`config.mk`:
```
export PLATFORM = sky130hd
export DESIGN_NAME = ex_muldiv_unit
export DESIGN_NICKNAME = d
export VERILOG_FILES = /design/src/rtl/cpu_defs_pkg.sv /design/src/rtl/ex_div_iter.sv /design/src/rtl/ex_muldiv_unit.sv
export SDC_FILE = /design/constraint.sdc
export NUM_CORES = 1
export LEC_CHECK = 0
export CORE_MARGIN = 2
export CORE_UTILIZATION = 55
export CTS_BUF_LIST = sky130_fd_sc_hd__clkbuf_4 sky130_fd_sc_hd__clkbuf_8
export DETAILED_ROUTE_END_ITERATION = 10
export GPL_ROUTABILITY_DRIVEN = 1
export PLACE_DENSITY = 0.87
export SLEW_MARGIN = 5
export SYNTH_ARGS = -nofsm -noshare
export SYNTH_HDL_FRONTEND = slang
export SYNTH_SLANG_ARGS = --single-unit
export TNS_END_PERCENT = 10
```
`constraint.sdc`:
```
create_clock -name clk -period 3.6 [get_ports clk]
set_input_delay 0.36 -clock clk [delete_from_list [all_inputs] [get_ports clk]]
set_output_delay 0.36 -clock clk [all_outputs]
set_load 0.01 [all_outputs]
```
`src/rtl/cpu_defs_pkg.sv`:
```
// Shared CPU definitions for the EX multiply/divide path: operand width,
// mul/div op encodings and the iterative unit's FSM states.
package cpu_defs;

  localparam int unsigned DATA_W = 32;
  localparam int unsigned CNT_W  = 6;

  typedef enum logic [1:0] {
    OP_MULT  = 2'b00,
    OP_MULTU = 2'b01,
    OP_DIV   = 2'b10,
    OP_DIVU  = 2'b11
  } op_e;

  typedef enum logic [1:0] {
    ST_IDLE = 2'b00,
    ST_CALC = 2'b01,
    ST_DONE = 2'b10
  } state_e;

  function automatic logic op_is_div(input logic [1:0] op);
    return op[1];
  endfunction

  function automatic logic op_is_signed(input logic [1:0] op);
    return ~op[0];
  endfunction

endpackage

```
`src/rtl/ex_div_iter.sv`:
```
// One restoring-divide step: shift the next dividend bit into the partial
// remainder, trial-subtract the divisor, and emit one quotient bit.
module ex_div_iter #(
  parameter int unsigned W = 32
) (
  input  logic [W-1:0] rem_in,
  input  logic [W-1:0] quo_in,
  input  logic [W-1:0] divisor,
  output logic [W-1:0] rem_out,
  output logic [W-1:0] quo_out
);

  logic [W:0] shifted;
  logic [W:0] diff;

  // Remainder stays below divisor, so diff[W] is exactly the borrow.
  always_comb begin
    shifted = {rem_in, quo_in[W-1]};
    diff    = shifted - {1'b0, divisor};
    if (!diff[W]) begin
      rem_out = diff[W-1:0];
      quo_out = {quo_in[W-2:0], 1'b1};
    end else begin
      rem_out = shifted[W-1:0];
      quo_out = {quo_in[W-2:0], 1'b0};
    end
  end

endmodule

```
`src/rtl/ex_muldiv_unit.sv`:
```
// Iterative MULT/MULTU/DIV/DIVU unit in EX: radix-2 shift-add multiply and
// restoring divide on operand magnitudes, sign fix-up applied in DONE.
module ex_muldiv_unit
  import cpu_defs::*;
#(
  parameter int unsigned DATA_W = cpu_defs::DATA_W,
  parameter int unsigned CNT_W  = cpu_defs::CNT_W
) (
  input  logic                clk,
  input  logic                rset,
  input  logic                start,
  input  logic [1:0]          op,
  input  logic [DATA_W-1:0]   value_A_in,
  input  logic [DATA_W-1:0]   value_B_in,
  input  logic                flush,
  output logic                stall,
  output logic                busy,
  output logic                done,
  output logic [2*DATA_W-1:0] HILO_out,
  output logic                div_by_zero
);

  state_e                state_q, state_d;
  logic [CNT_W-1:0]      cnt_q;
  logic [2*DATA_W-1:0]   acc_q;     // product, or {remainder, quotient} for divide
  logic [2*DATA_W-1:0]   mcand_q;
  logic [DATA_W-1:0]     mplier_q;  // multiplier, or divisor for divide
  logic                  div_q, signed_q, sa_q, sb_q, dbz_q;
  logic [2*DATA_W-1:0]   hilo_q;
  logic                  dbz_flag_q;

  logic                  accept;
  logic                  in_signed, in_div, in_dbz;
  logic [DATA_W-1:0]     a_mag, b_mag;
  logic [DATA_W-1:0]     rem_nx, quo_nx;
  logic [DATA_W-1:0]     q_fix, r_fix;
  logic [2*DATA_W-1:0]   result;

  ex_div_iter #(.W(DATA_W)) u_div_iter (
    .rem_in  (acc_q[2*DATA_W-1:DATA_W]),
    .quo_in  (acc_q[DATA_W-1:0]),
    .divisor (mplier_q),
    .rem_out (rem_nx),
    .quo_out (quo_nx)
  );

  always_comb begin
    in_signed = op_is_signed(op);
    in_div    = op_is_div(op);
    in_dbz    = in_div && (value_B_in == '0);
    a_mag     = (in_signed && value_A_in[DATA_W-1]) ? -value_A_in : value_A_in;
    b_mag     = (in_signed && value_B_in[DATA_W-1]) ? -value_B_in : value_B_in;
    accept    = (state_q == ST_IDLE) && start && !flush;
  end

  always_comb begin
    state_d = state_q;
    if (flush) begin
      state_d = ST_IDLE;
    end else begin
      case (state_q)
        ST_IDLE: if (accept) state_d = in_dbz ? ST_DONE : ST_CALC;
        ST_CALC: if (cnt_q == CNT_W'(DATA_W - 1)) state_d = ST_DONE;
        ST_DONE: state_d = ST_IDLE;
        default: state_d = ST_IDLE;
      endcase
    end
  end

  // Divide-by-zero parks |A| in the remainder so the normal fix-up restores A.
  always_comb begin
    q_fix = acc_q[DATA_W-1:0];
    r_fix = acc_q[2*DATA_W-1:DATA_W];
    if (dbz_q)                  q_fix = '1;
    else if (signed_q && (sa_q ^ sb_q)) q_fix = -acc_q[DATA_W-1:0];
    if (signed_q && sa_q)       r_fix = -acc_q[2*DATA_W-1:DATA_W];
    if (div_q)                  result = {r_fix, q_fix};
    else if (signed_q && (sa_q ^ sb_q)) result = -acc_q;
    else                        result = acc_q;
  end

  always_comb begin
    busy        = (state_q == ST_CALC);
    done        = (state_q == ST_DONE) && !flush;
    HILO_out    = done ? result : hilo_q;
    div_by_zero = dbz_flag_q;
    stall       = !(rset && !flush && (accept || (state_q == ST_CALC)));
  end

  always_ff @(posedge clk or negedge rset) begin
    if (!rset) begin
      state_q    <= ST_IDLE;
      cnt_q      <= '0;
      acc_q      <= '0;
      mcand_q    <= '0;
      mplier_q   <= '0;
      div_q      <= 1'b0;
      signed_q   <= 1'b0;
      sa_q       <= 1'b0;
      sb_q       <= 1'b0;
      dbz_q      <= 1'b0;
      hilo_q     <= '0;
      dbz_flag_q <= 1'b0;
    end else begin
      state_q <= state_d;
      if (!flush) begin
        case (state_q)
          ST_IDLE: begin
            if (accept) begin
              cnt_q      <= '0;
              div_q      <= in_div;
              signed_q   <= in_signed;
              sa_q       <= value_A_in[DATA_W-1];
              sb_q       <= value_B_in[DATA_W-1];
              dbz_q      <= in_dbz;
              dbz_flag_q <= in_dbz;
              mplier_q   <= b_mag;
              mcand_q    <= {{DATA_W{1'b0}}, a_mag};
              if (!in_div)     acc_q <= '0;
              else if (in_dbz) acc_q <= {a_mag, {DATA_W{1'b0}}};
              else             acc_q <= {{DATA_W{1'b0}}, a_mag};
            end
          end
          ST_CALC: begin
            cnt_q <= cnt_q + 1'b1;
            if (div_q) begin
              acc_q <= {rem_nx, quo_nx};
            end else begin
              if (mplier_q[0]) acc_q <= acc_q + mcand_q;
              mcand_q  <= mcand_q << 1;
              mplier_q <= mplier_q >> 1;
            end
          end
          ST_DONE: hilo_q <= result;
          default: ;
        endcase
      end
    end
  end

endmodule

```
Word-level counts from Yosys, hierarchy flattened
Cells that the tools add are included.
{"block": "totals", "reg_bits": 237, "output_inout_bits": 68, "elab_cells": 81}
{"block": "op_classes", "n_bitwise": 3, "muxes": 29, "n_addsub": 8, "n_eq_ne": 8, "n_reduce_logical": 22}
{"operator": "64-bit 2-to-1 mux", "n": 10}
{"operator": "32-bit 2-to-1 mux", "n": 8}
{"operator": "64-bit case mux with 2 select lines", "n": 2}
{"operator": "32-bit negation", "n": 4}
{"operator": "64-bit adder", "n": 1}
{"operator": "64-bit negation", "n": 1}
{"operator": "32-bit case mux with 2 select lines", "n": 1}
{"operator": "33-bit by 32-bit subtractor with 33-bit output", "n": 1}
{"operator": "32-bit zero test", "n": 1}
{"operator": "6-bit case mux with 2 select lines", "n": 1}
{"operator": "1-bit logical AND", "n": 10}
{"operator": "2-bit 2-to-1 mux", "n": 4}
{"operator": "4-bit AND reduction", "n": 2}
{"operator": "6-bit by 1-bit adder with 6-bit output (second input constant)", "n": 1}
{"operator": "6-bit by 5-bit == test with 1-bit output (second input constant)", "n": 1}
{"operator": "6-bit 2-to-1 mux", "n": 1}
{"operator": "3-bit AND reduction", "n": 2}
{"operator": "2-bit != test (second input constant)", "n": 2}
{"operator": "2-bit case mux with 2 select lines", "n": 1}
{"operator": "2-bit AND reduction", "n": 2}
{"operator": "3-bit by 1-bit != test with 1-bit output (second input constant)", "n": 1}
{"operator": "3-bit by 2-bit != test with 1-bit output (second input constant)", "n": 1}
{"operator": "3-bit != test (second input constant)", "n": 1}
{"operator": "2-bit by 1-bit == test with 1-bit output (second input constant)", "n": 1}
{"operator": "other kinds (8)", "n": 10}

Depth between registers and ports, before layout
{"block": "depth", "depth_word": 7, "depth_mapped": 16, "mapped_depth_nobuf": 14}

Hierarchy
A second synthesis with hierarchy kept.
{"block": "unflattened", "hier_cells": 2470, "hier_area_um2": 19551.3}
{"module": "ex_muldiv_unit", "cells_each": 2134, "area_per_inst_um2": 16960.0, "n_inst": 1, "seq_area_each_um2": 5930.7}
{"module": "ex_div_iter", "cells_each": 336, "area_per_inst_um2": 2591.2, "n_inst": 1, "seq_area_each_um2": 0.0}

Worst setup path after synthesis
No wires, ideal clock.
{"block": "synth_path", "kind": "register to output", "startpoint": "register acc_q[32]", "endpoint": "output port HILO_out[60]", "path_buffers": 0, "arrival_ns": 3.634, "t_required_ns": 3.240, "slack_ns": -0.394, "path_stages_with_launch": 14, "path_cell_list": "dfrtp_1 > inv_1 > ha_1 > or3b_4 > nor3_4 > nand2_2 > or4_1 > or4_1 > or3_1 > or4_1 > or3_1 > a21oi_2 > xor2_1 > o21ai_1"}
{"block": "synth_between", "elab_chain_cells": 4, "word_cells_on_any_way": 6, "classes_between": "add/sub (2); mux (4)"}
{"element": "start, declared", "line_no": "ex_muldiv_unit.sv:25", "source": "logic [2*DATA_W-1:0] acc_q;"}
{"element": "start signal, assigned", "line_no": "ex_muldiv_unit.sv:120", "source": "else if (in_dbz) acc_q <= {a_mag, {DATA_W{1'b0}}};"}
{"element": "start signal, assigned", "line_no": "ex_muldiv_unit.sv:121", "source": "else acc_q <= {{DATA_W{1'b0}}, a_mag};"}
{"element": "start signal, assigned", "line_no": "ex_muldiv_unit.sv:127", "source": "acc_q <= {rem_nx, quo_nx};"}
{"element": "64-bit negation or 32-bit negation (tied branches)", "line_no": "ex_muldiv_unit.sv:78, ex_muldiv_unit.sv:76"}
{"element": "64-bit 2-to-1 mux or 32-bit 2-to-1 mux (tied branches)", "line_no": "ex_muldiv_unit.sv:78, ex_muldiv_unit.sv:76"}
{"element": "64-bit 2-to-1 mux (*)", "line_no": "ex_muldiv_unit.sv:77", "source": "if (div_q) result = {r_fix, q_fix};"}
{"element": "64-bit 2-to-1 mux (*)", "line_no": "ex_muldiv_unit.sv:85", "source": "HILO_out = done ? result : hilo_q;"}
{"element": "end, declared", "line_no": "ex_muldiv_unit.sv:19", "source": "output logic [2*DATA_W-1:0] HILO_out,"}
Every way passes the cells marked *; elsewhere a longest branch is shown, timed or not.

Final worst setup path
{"block": "layout_path", "startpoint": "register acc_q[33]", "endpoint": "output port HILO_out[60]"}
Same word-level chain as after synthesis.

==> results by group <==
Route
  • WL/cell: approximately 22 um
  • Detailed Routing Iterations Pass 1: 6
  • Vias: 20.6k
  • Final wirelength: between 60,000 and 70,000 um
  • DRC: 0
  • DR iter-0 viols: ~2.4k
  • Vias/cell: approximately 6.4
  • DRT antenna net count: 0

Floorplanning
  • Die area: roughly 36,000 um^2
  • Core area: approximately 34,000 um^2
  • Die height: about 190 um
  • Io pins: 138
  • Starting Density: 0.559
  • Die Width: between 150 and 200 um
  • Cell row count: 67

CTS
  • Inserted Clock Buffers: between 40 and 50
  • Clk pin slew, worst setup/hold paths: 0.06 ns
  • CTS tree: built
  • Clock Sinks: between 200 and 250
  • Root Buffer: clkbuf_8
  • Clock Latency Late Sink: between 0.6 and 0.7 ns
  • Clock Path Buffers: 3
  • H-tree lvl count: 2

Place
  • Placement Cell Area: approximately 23,000 um^2
  • Hpwl dp: ~52,000 um
  • Final GP Congestion: approximately 1
  • Pre-CTS setup slack: -1.01 ns
  • Input/output buffers: approximately 140

Setup path
  • CP top delay family: simple AND/OR/NAND/NOR gates
  • R2R setup slack: -0.85 ns
  • Slowest-stage cell, CP: or4_4
  • CP required: between 3 and 4 ns
  • Most numerous cell on the critical path: or4_4
  • Bufs and invs on worst path: 2
  • Kind of start point of the critical path: flip-flop
  • CP peak stage delay: approximately 0.46 ns
  • FF-to-FF Start: acc_q[33]$_DFFE_PN0P_
  • Critical Setup Path Class: flip-flop to output pin
  • CP Capture Type: output pin
  • Worst path depth: 14
  • Crit-path cells: inv_2 -> ha_4 -> or3b_4 -> nor3_4 -> nand2_2 -> or4_4 -> or4_4 -> or3_4 -> or4_4 -> or3_4 -> a21oi_2 -> xor2_1 -> o21ai_2 -> buf_2
  • R2r endpoint: hilo_q[56]$_DFFE_PN0P_
  • R2r worst-path depth: 21
  • Max FO, Critical Path: 2
  • Crit path DAT: 4.44 ns

Power
  • Maximum vdd ir drop: about 0.37 mV
  • Static Leakage: 10.8 nW
  • Pwr Density: 598 nW/um^2

Yosys
  • Cell count after synthesis: 2,402
  • Main synth FF type: dfrtp_1
  • Area share of the largest cell type after synthesis: 0.316
  • Leading area contributor after synthesis: dfrtp_1
  • Synth area leaders: dfrtp_1, ha_1, a21oi_1
  • Post-synthesis net count: between 2k and 3k
  • Synthesized area: 18,800 um^2
  • Syn. warnings: 0
  • Count of flip-flops with a built-in enable after synthesis: 0
  • Mean Syn Cell Area: slightly below 8 um^2
  • Synthesized flop and latch total: 237
  • Sequential-to-total area share from yosys stat: 0.316
  • Post-synth ARST share: 1.00
  • Cell variety after synth: 77

STA
  • Post-Route Setup TNS: -33.28 ns
  • Final setup vio count: 58
  • Final Max Tran Viols: 0
  • Clock Skews: roughly 0.051 ns
  • Slew @ Worst Pin: ~0.9 ns
  • F_max: ~210 MHz
  • Tcrit/Tclk final: 1.33
  • Final Hold Viols: 0
  • Min Tclk post-route: ~4.8 ns
  • Worst slew margin: 0.395
  • Final WS setup: -1.20 ns
  • RSZ-0062 raised after global routing: yes

Global route
  • Gr usage total: 0.384
  • Number of global-route vias before repair: a little under 20k
  • Grt total ovfl: 0
  • First-pass GRT wire length: 107,000 um
  • Pin count of the biggest net entering global routing: approximately 140
  • Initial antenna violation count: 0

Finish
  • Reg area: slightly below 6000 um^2
  • ANT cells: 0
  • Filler instances: ~2.6k
  • Multi-input logic area: approximately 12,000 um^2
  • Area Growth Syn to Fin: 28.3%
  • Design area: approximately 24,000 um^2
  • Final net count: approximately 2.9k
  • Share of cells above drive strength 1: 0.190

Run status
  • Outcome: finished, violations left
  • Failing checks: setup timing

Min path
  • Worst Hold Class: primary input to asynchronous set/reset pin

Job
  • MaxCap Viol Count: 0
## Yosys cell counts (44+ instances only)
cell / n
o21ai_0: 222
nand2_1: 284
inv_1: 77
a21oi_1: 243
xnor2_1: 96
dfrtp_1: 237
clkbuf_1: 136
nor2_1: 253
o211ai_1: 53
a221oi_1: 44
ha_1: 100
xor2_1: 96
a21o_1: 53
## logic make-up after synthesis
| kind of cell | count (synthesis) | share of synthesized area |
|---|---|---|
| DFF | 237 | 0.316 |
| and+or+nand+nor | 770 | 0.185 |
| xor gates and xnor gates | 192 | 0.0896 |
| AOI/OAI and AO/OA | 861 | 0.286 |
| adders and majority gates | 102 | 0.0688 |
| buffers and inverters | 225 | 0.0454 |
| muxes | 15 | 0.00814 |
## metal layers
layer	vias up	share of wire	track usage
met5	-	0.00077	0.0124
met4	2	0.041	0.163
met3	170	0.13	0.0805
met2	1317	0.41	0.548
met1	9723	0.42	0.562
li1	9426	-	-
## layout make-up
class,instances,area share
Timing Repair Buffer,464,0.162
Tap cell,448,0.0233
Sequential cell,237,0.246
Clock inverter,9,0.00509
Inverter,78,0.0122
Multi-Input combinational cell,1940,0.518
Clock buffer,63,0.0334
## layout by cell type, fill, tap and decap left out, types with 16 or more instances in the layout
cell type and instances:
a21o_1 53, a21oi_1 222, a21oi_2 22, a221oi_1 41
a22o_1 32, a31oi_1 24, buf_4 308, clkbuf_8 53
clkdlybuf4s50_1 97, dfrtp_1 234, ha_1 99, inv_1 75
nand2_1 281, nand2b_1 22, nand3_1 33, nand4_1 22
nor2_1 249, nor3_1 26, nor4_1 16, o211ai_1 53
o21a_1 22, o21ai_0 212, o21ai_1 31, o21bai_1 24
o31ai_1 25, or3_1 27, xnor2_1 93, xor2_1 94
## state kept, by name, summed over array words and instances (netlist names)
name / cells
cnt_q: 6
mcand_q: 64
signed_q: 1
acc_q: 64
state_q: 2
sb_q: 1
mplier_q: 32
sa_q: 1
hilo_q: 64
dbz_q: 1
div_q: 1
## power breakdown
| group | total, W | switching (W) | internal [W] |
|---|---|---|---|
| Sequential | 0.00343 | 0.000400 | 0.00303 |
| Clock | 0.00287 | 0.00123 | 0.00164 |
| Combinational | 0.00810 | 0.00462 | 0.00348 |
## repair_timing
| action | CTS | global route |
|---|---|---|
| hold endpoints to repair | 38 | 0 |
| pin swaps | 17 | 10 |
| endpoints found under the setup margin | 85 | 93 |
| hold buffers | 1 | 0 |
| setup buffers | 15 | 1 |
| resized for setup | 147 | 54 |
## worst max-delay path by stage
stage / start / endpoint / slack [ns]
floorplan: acc_q[32]$_DFFE_PN0P_ / HILO_out[60] / -0.31
global placement: acc_q[32]$_DFFE_PN0P_ / HILO_out[60] / -0.93
detailed placement: acc_q[33]$_DFFE_PN0P_ / HILO_out[60] / -1.01
CTS: acc_q[32]$_DFFE_PN0P_ / HILO_out[60] / -1.25
global route: acc_q[32]$_DFFE_PN0P_ / HILO_out[60] / -1.35
finish: acc_q[33]$_DFFE_PN0P_ / HILO_out[60] / -1.20
## through the flow
stage,total power [W],util,hold WS [ns],instances
after floorplan,0.00797,-,0.0644,2402
after global placement,0.0108,0.675,0.256,3150
after detailed placement,0.0110,0.675,0.259,3150
after CTS,0.0140,0.712,0.187,3238
after global routing,0.0152,0.718,0.252,3239
final,0.0144,0.718,0.191,3239
## worst register-to-register path, delay by kind of cell, from the launching register on
kind	cells	cell delay, ns
simple gates	7	2.29
buf+inv	10	1.09
flops	1	0.39
compound gates	2	0.26
xor+xnor	1	0.16
fa+ha+maj	1	0.12
(Power assumes the default switching activity.)
